--- src/rtl/display_scan_ctrl.sv ---
// Six-digit multiplexed 7-segment scan controller with blanking, blink, leading-zero
// suppression and frame-aligned shadow register updates.
module display_scan_ctrl #(
  parameter int unsigned SCAN_DIV  = 1000,
  parameter int unsigned BLANK_CYC = 2
) (
  input  logic        clk,
  input  logic        reset,
  input  logic [23:0] time_in,
  input  logic        upd,
  output logic        upd_ack,
  input  logic [5:0]  blink_en,
  input  logic        blink,
  input  logic        lz_blank,
  input  logic        colon,
  output logic [3:0]  bcd,
  output logic [5:0]  an,
  output logic        dp
);

  localparam int unsigned CntMax = (SCAN_DIV > BLANK_CYC) ? SCAN_DIV : BLANK_CYC;
  localparam int unsigned CW     = (CntMax > 1) ? $clog2(CntMax) : 1;
  localparam logic [CW-1:0] OnLast    = CW'(SCAN_DIV - 1);
  localparam logic [CW-1:0] BlankLast = CW'(BLANK_CYC - 1);

  typedef enum logic {StBlank, StOn} state_e;

  state_e        state_q, state_d;
  logic [2:0]    idx_q, idx_d;
  logic [CW-1:0] cnt_q, cnt_d;
  logic [23:0]   shadow_q, shadow_d;
  logic          ack_d;
  logic [3:0]    digit;
  logic [5:0]    sel;
  logic          suppress;
  logic [5:0]    an_d;
  logic [3:0]    bcd_d;
  logic          dp_d;

  // Phase sequencing; the shadow register only loads at the idx5 ON-to-BLANK edge.
  always_comb begin
    state_d  = state_q;
    idx_d    = idx_q;
    cnt_d    = cnt_q + 1'b1;
    shadow_d = shadow_q;
    ack_d    = 1'b0;
    case (state_q)
      StBlank: begin
        if (cnt_q == BlankLast) begin
          state_d = StOn;
          cnt_d   = '0;
        end
      end
      StOn: begin
        if (cnt_q == OnLast) begin
          state_d = StBlank;
          cnt_d   = '0;
          if (idx_q >= 3'd5) begin
            idx_d = 3'd0;
            if (upd) begin
              shadow_d = time_in;
              ack_d    = 1'b1;
            end
          end else begin
            idx_d = idx_q + 3'd1;
          end
        end
      end
    endcase
  end

  always_comb begin
    digit = 4'h0;
    case (idx_d)
      3'd0: digit = shadow_d[3:0];
      3'd1: digit = shadow_d[7:4];
      3'd2: digit = shadow_d[11:8];
      3'd3: digit = shadow_d[15:12];
      3'd4: digit = shadow_d[19:16];
      3'd5: digit = shadow_d[23:20];
      default: digit = 4'h0;
    endcase
  end

  // Outputs are registered from next-state so they line up with the cycle's state and idx.
  always_comb begin
    sel      = 6'b000001 << idx_d;
    suppress = (|(blink_en & sel) && blink)
            || (lz_blank && (idx_d == 3'd5) && (digit == 4'h0))
            || (digit > 4'd9);
    an_d  = 6'b111111;
    dp_d  = 1'b0;
    bcd_d = bcd;
    if (state_d == StOn) begin
      bcd_d = digit;
      dp_d  = colon && ((idx_d == 3'd2) || (idx_d == 3'd4));
      if (!suppress) begin
        an_d = ~sel;
      end
    end
  end

  always_ff @(posedge clk) begin
    if (reset) begin
      state_q  <= StBlank;
      idx_q    <= 3'd0;
      cnt_q    <= '0;
      shadow_q <= 24'h000000;
      upd_ack  <= 1'b0;
      an       <= 6'b111111;
      bcd      <= 4'h0;
      dp       <= 1'b0;
    end else begin
      state_q  <= state_d;
      idx_q    <= idx_d;
      cnt_q    <= cnt_d;
      shadow_q <= shadow_d;
      upd_ack  <= ack_d;
      an       <= an_d;
      bcd      <= bcd_d;
      dp       <= dp_d;
    end
  end

endmodule

--- config.mk ---
export PLATFORM = sky130hd
export DESIGN_NAME = display_scan_ctrl
export DESIGN_NICKNAME = d
export VERILOG_FILES = /design/src/rtl/display_scan_ctrl.sv
export SDC_FILE = /design/constraint.sdc
export NUM_CORES = 1
export LEC_CHECK = 0
export CAP_MARGIN = 20
export CORE_AREA = 4 4 84 70
export CTS_BUF_LIST = sky130_fd_sc_hd__clkbuf_8
export CTS_CLUSTER_DIAMETER = 150
export DETAILED_ROUTE_END_ITERATION = 8
export DIE_AREA = 0 0 88 74
export GPL_TIMING_DRIVEN = 0
export PLACE_DENSITY = 0.81
export SLEW_MARGIN = 10
export SYNTH_ARGS = -nofsm -noshare
export SYNTH_HDL_FRONTEND = slang
export SYNTH_SLANG_ARGS = --single-unit
--- constraint.sdc ---
create_clock -name clk -period 3.6 [get_ports clk]
set_input_delay 0.54 -clock clk [delete_from_list [all_inputs] [get_ports clk]]
set_output_delay 0.54 -clock clk [all_outputs]
set_load 0.005 [all_outputs]
==> results of run 1 <==
-- worst paths after layout --
check                               endpoint         start  slack, ns
worst max-delay path                   an[3]      cnt_q[0]       0.48
worst min-delay path            shadow_q[11]  shadow_q[11]       0.46
worst max register to register         an[3]      cnt_q[0]       0.48
worst min register to register  shadow_q[11]  shadow_q[11]       0.46
-- cells in the mapped netlist (5+ instances only) --
master / number / area, um^2
mux2i_1: 16 / 160
nor3_1: 8 / 40.0
a211oi_1: 6 / 45.0
nand3_1: 8 / 40.0
inv_1: 5 / 18.8
a21oi_1: 9 / 45.0
nand2_1: 26 / 97.6
dfxtp_1: 50 / 1000
nor2_1: 36 / 135
and4_1: 6 / 52.6
clkbuf_1: 6 / 22.5
o221ai_1: 6 / 52.6
o21ai_1: 8 / 40.0
-- layout make-up --
type	instances	area [um^2]	share of cell area [%]
clock buffer	5	68.8	2.23
sequential	50	1000	32.5
inverter	5	18.8	0.609
timing repair buffer	46	460	14.9
multi-input combinational	199	1340	43.6
buffer	12	82.6	2.68
tap	62	77.6	2.52
clock inverter	3	28.8	0.934
-- worst max-delay path: cells and delay by family (launching register included) --
kind	cells	cell delay, ns
AOI/OAI and AO/OA	2	0.77
adders and majority gates	1	0.30
DFF	1	0.41
muxes	1	0.41
and+or+nand+nor	4	1.18
-- cell families after synthesis --
group	count (synthesis)	share of synthesized area, %
compound gates	58	17.9
xor+xnor	8	2.86
fa+ha+maj	4	2.05
buf+inv	17	4.14
flops	50	40.9
mux	20	8.39
simple gates	109	23.7
-- layer usage --
metal	up-vias	GRT usage (%)	wire, um
met4	0	6.64	64
met5	-	0	0
met1	955	27.1	2760
li1	1081	-	-
met3	7	3.88	418
met2	71	29.1	2540
-- sequential cells by signal (all words and copies together), names as in the netlist --
register / flops
shadow_q: 24
cnt_q: 10
an: 6
bcd: 4
idx_q: 3
dp: 1
state_q: 1
upd_ack: 1
-- power groups by stage --
stage               Sequential (mW)  Combinational (mW)  Clock [mW]
finish                        0.580               0.118       0.354
global route                  0.582               0.130       0.386
CTS                           0.579               0.118       0.362
detailed placement            0.592               0.117           0
global placement              0.593               0.115           0
floorplan                     0.591              0.0484           0
==> results.sh, run 1 <==
export IMPL_run_status="finished, final reports clean"
export IMPL_pwr_share_comb_pct=11.2
export IMPL_gp_congestion=0.841
export IMPL_finalClockSkew_ns=0.0161
export IMPL_wire_per_inst_um=15.2
export IMPL_fin_ws_ns=0.484
export IMPL_core_area_um2=4980
export IMPL_tightest_slew_ns=0.763
export IMPL_vias=2114
export IMPL_postSynthCellCount=266
export IMPL_cts_max_level=2
export IMPL_p_clk_share_pct=33.7
export IMPL_fill_cells=415
export IMPL_syn_avg_cell_area_um2=9.20
export IMPL_place_hpwl_um=4340
export IMPL_final_cells=382
export IMPL_rsz0062_at_grt="false"
export IMPL_die_x_um=88
export IMPL_max_slew_margin_pct=47.6
export IMPL_syn_area_um2=2450
export IMPL_drive_gt1_share_pct=8.75
export IMPL_postRouteAntennaNets=0
export IMPL_crit_arrival_ns=3.37
export IMPL_grt_pass1_vias=2051
export IMPL_start_util_pct=49.1
export IMPL_cts_tree="done"
export IMPL_antenna_cells=0
export IMPL_required_ns=3.86
export IMPL_routed_wl_um=5790
export IMPL_synth_seq_cells=50
export IMPL_p_sw_share_pct=25.8
export IMPL_grt_pass1_wl_um=9750
export IMPL_cts_inserted_buffers=5
export IMPL_fin_area_um2=3080
export IMPL_worst_hold_path_type="reg -> reg"
export IMPL_drv_cap=0
export IMPL_holdPathStages=2
export IMPL_peakVddDrop_uv=227
export IMPL_firstDrtPassIters=4
export IMPL_cp_end_kind="register"
export IMPL_die_h_um=74
export IMPL_route_detailed_drc=0
export IMPL_max_stage_delay_ns=0.61
export IMPL_netSwitchingPower_uw=271
export IMPL_synthFlopType="dfxtp_1"
export IMPL_syn_to_final_growth_pct=26.0
export IMPL_seqPwrFrac_pct=55.1
export IMPL_io_pins=48
export IMPL_syn_nets=306
export IMPL_postCtsSetupRepairBufs=0
export IMPL_fin_crit_sh_pct=86.6
export IMPL_vias_per_cell=5.53
export IMPL_slowest_stage="nor4_4"
export IMPL_tns_ns=0
export IMPL_drt_iter0_drc=200
export IMPL_pre_cts_ws_ns=0.350
export IMPL_grt_max_degree=19
export IMPL_hold_viol=0
export IMPL_synth_cell_types=57
export IMPL_antenna_found_initial=0
export IMPL_place_area_um2=2980
export IMPL_period_needed_ns=3.12
export IMPL_place_port_buffers=46
export IMPL_layout_commonest_cell="dfxtp_1"
export IMPL_synth_enable_flop_cells=0
export IMPL_dp_cells=374
export IMPL_worstPathMaxFanout=9
export IMPL_synthArstFlopShare_pct=0
export IMPL_fmax_mhz=321
export IMPL_overflow=0
export IMPL_cts_sinks=50
export IMPL_power_mw=1.05
export IMPL_reg2regPathDepth=8
export IMPL_crit_chain="ha_1 > nand4_4 > nor4_4 > mux2_2 > a221o_1 > a22oi_2 > nand4_1 > nand3_1"
export IMPL_p_leak_nw=1.08
export IMPL_rows=23
export IMPL_path_clk_slew_ns=0.10
export IMPL_ctsResizeCount=0
export IMPL_whs_ns=0.457
export IMPL_powerDensity_nw_per_um2=341
export IMPL_drv_slew=0
export IMPL_cts_root_buf="clkbuf_8"
export IMPL_insertion_delay_ns=0.32
export IMPL_criticalPathCategory="reg -> reg"
export IMPL_grtUsageTotal_pct=19.1
export IMPL_final_util_pct=61.9
export IMPL_synth_warnings=0
export IMPL_setup_viol_count_final=0
export IMPL_clockBufferDepth=2
export IMPL_final_cell_mix="dfxtp_1 (50), clkdlybuf4s50_1 (46), nor2_1 (36)"
export IMPL_worst_setup_path_start_kind="register"
export IMPL_cts_hold_buf=0
export IMPL_internal_power_uw=781
export IMPL_ys_seq_area_share_pct=40.9
export IMPL_die_area_um2=6510
export IMPL_nNetsFinal=359
Note: power is estimated with default switching activity, not from simulation.
==> run 2: changes to the inputs <==
CTS_CLUSTER_SIZE = 20   (was not set)
==> results of run 2 <==
The final DEF is identical to that of run 1; final timing and power are the same.
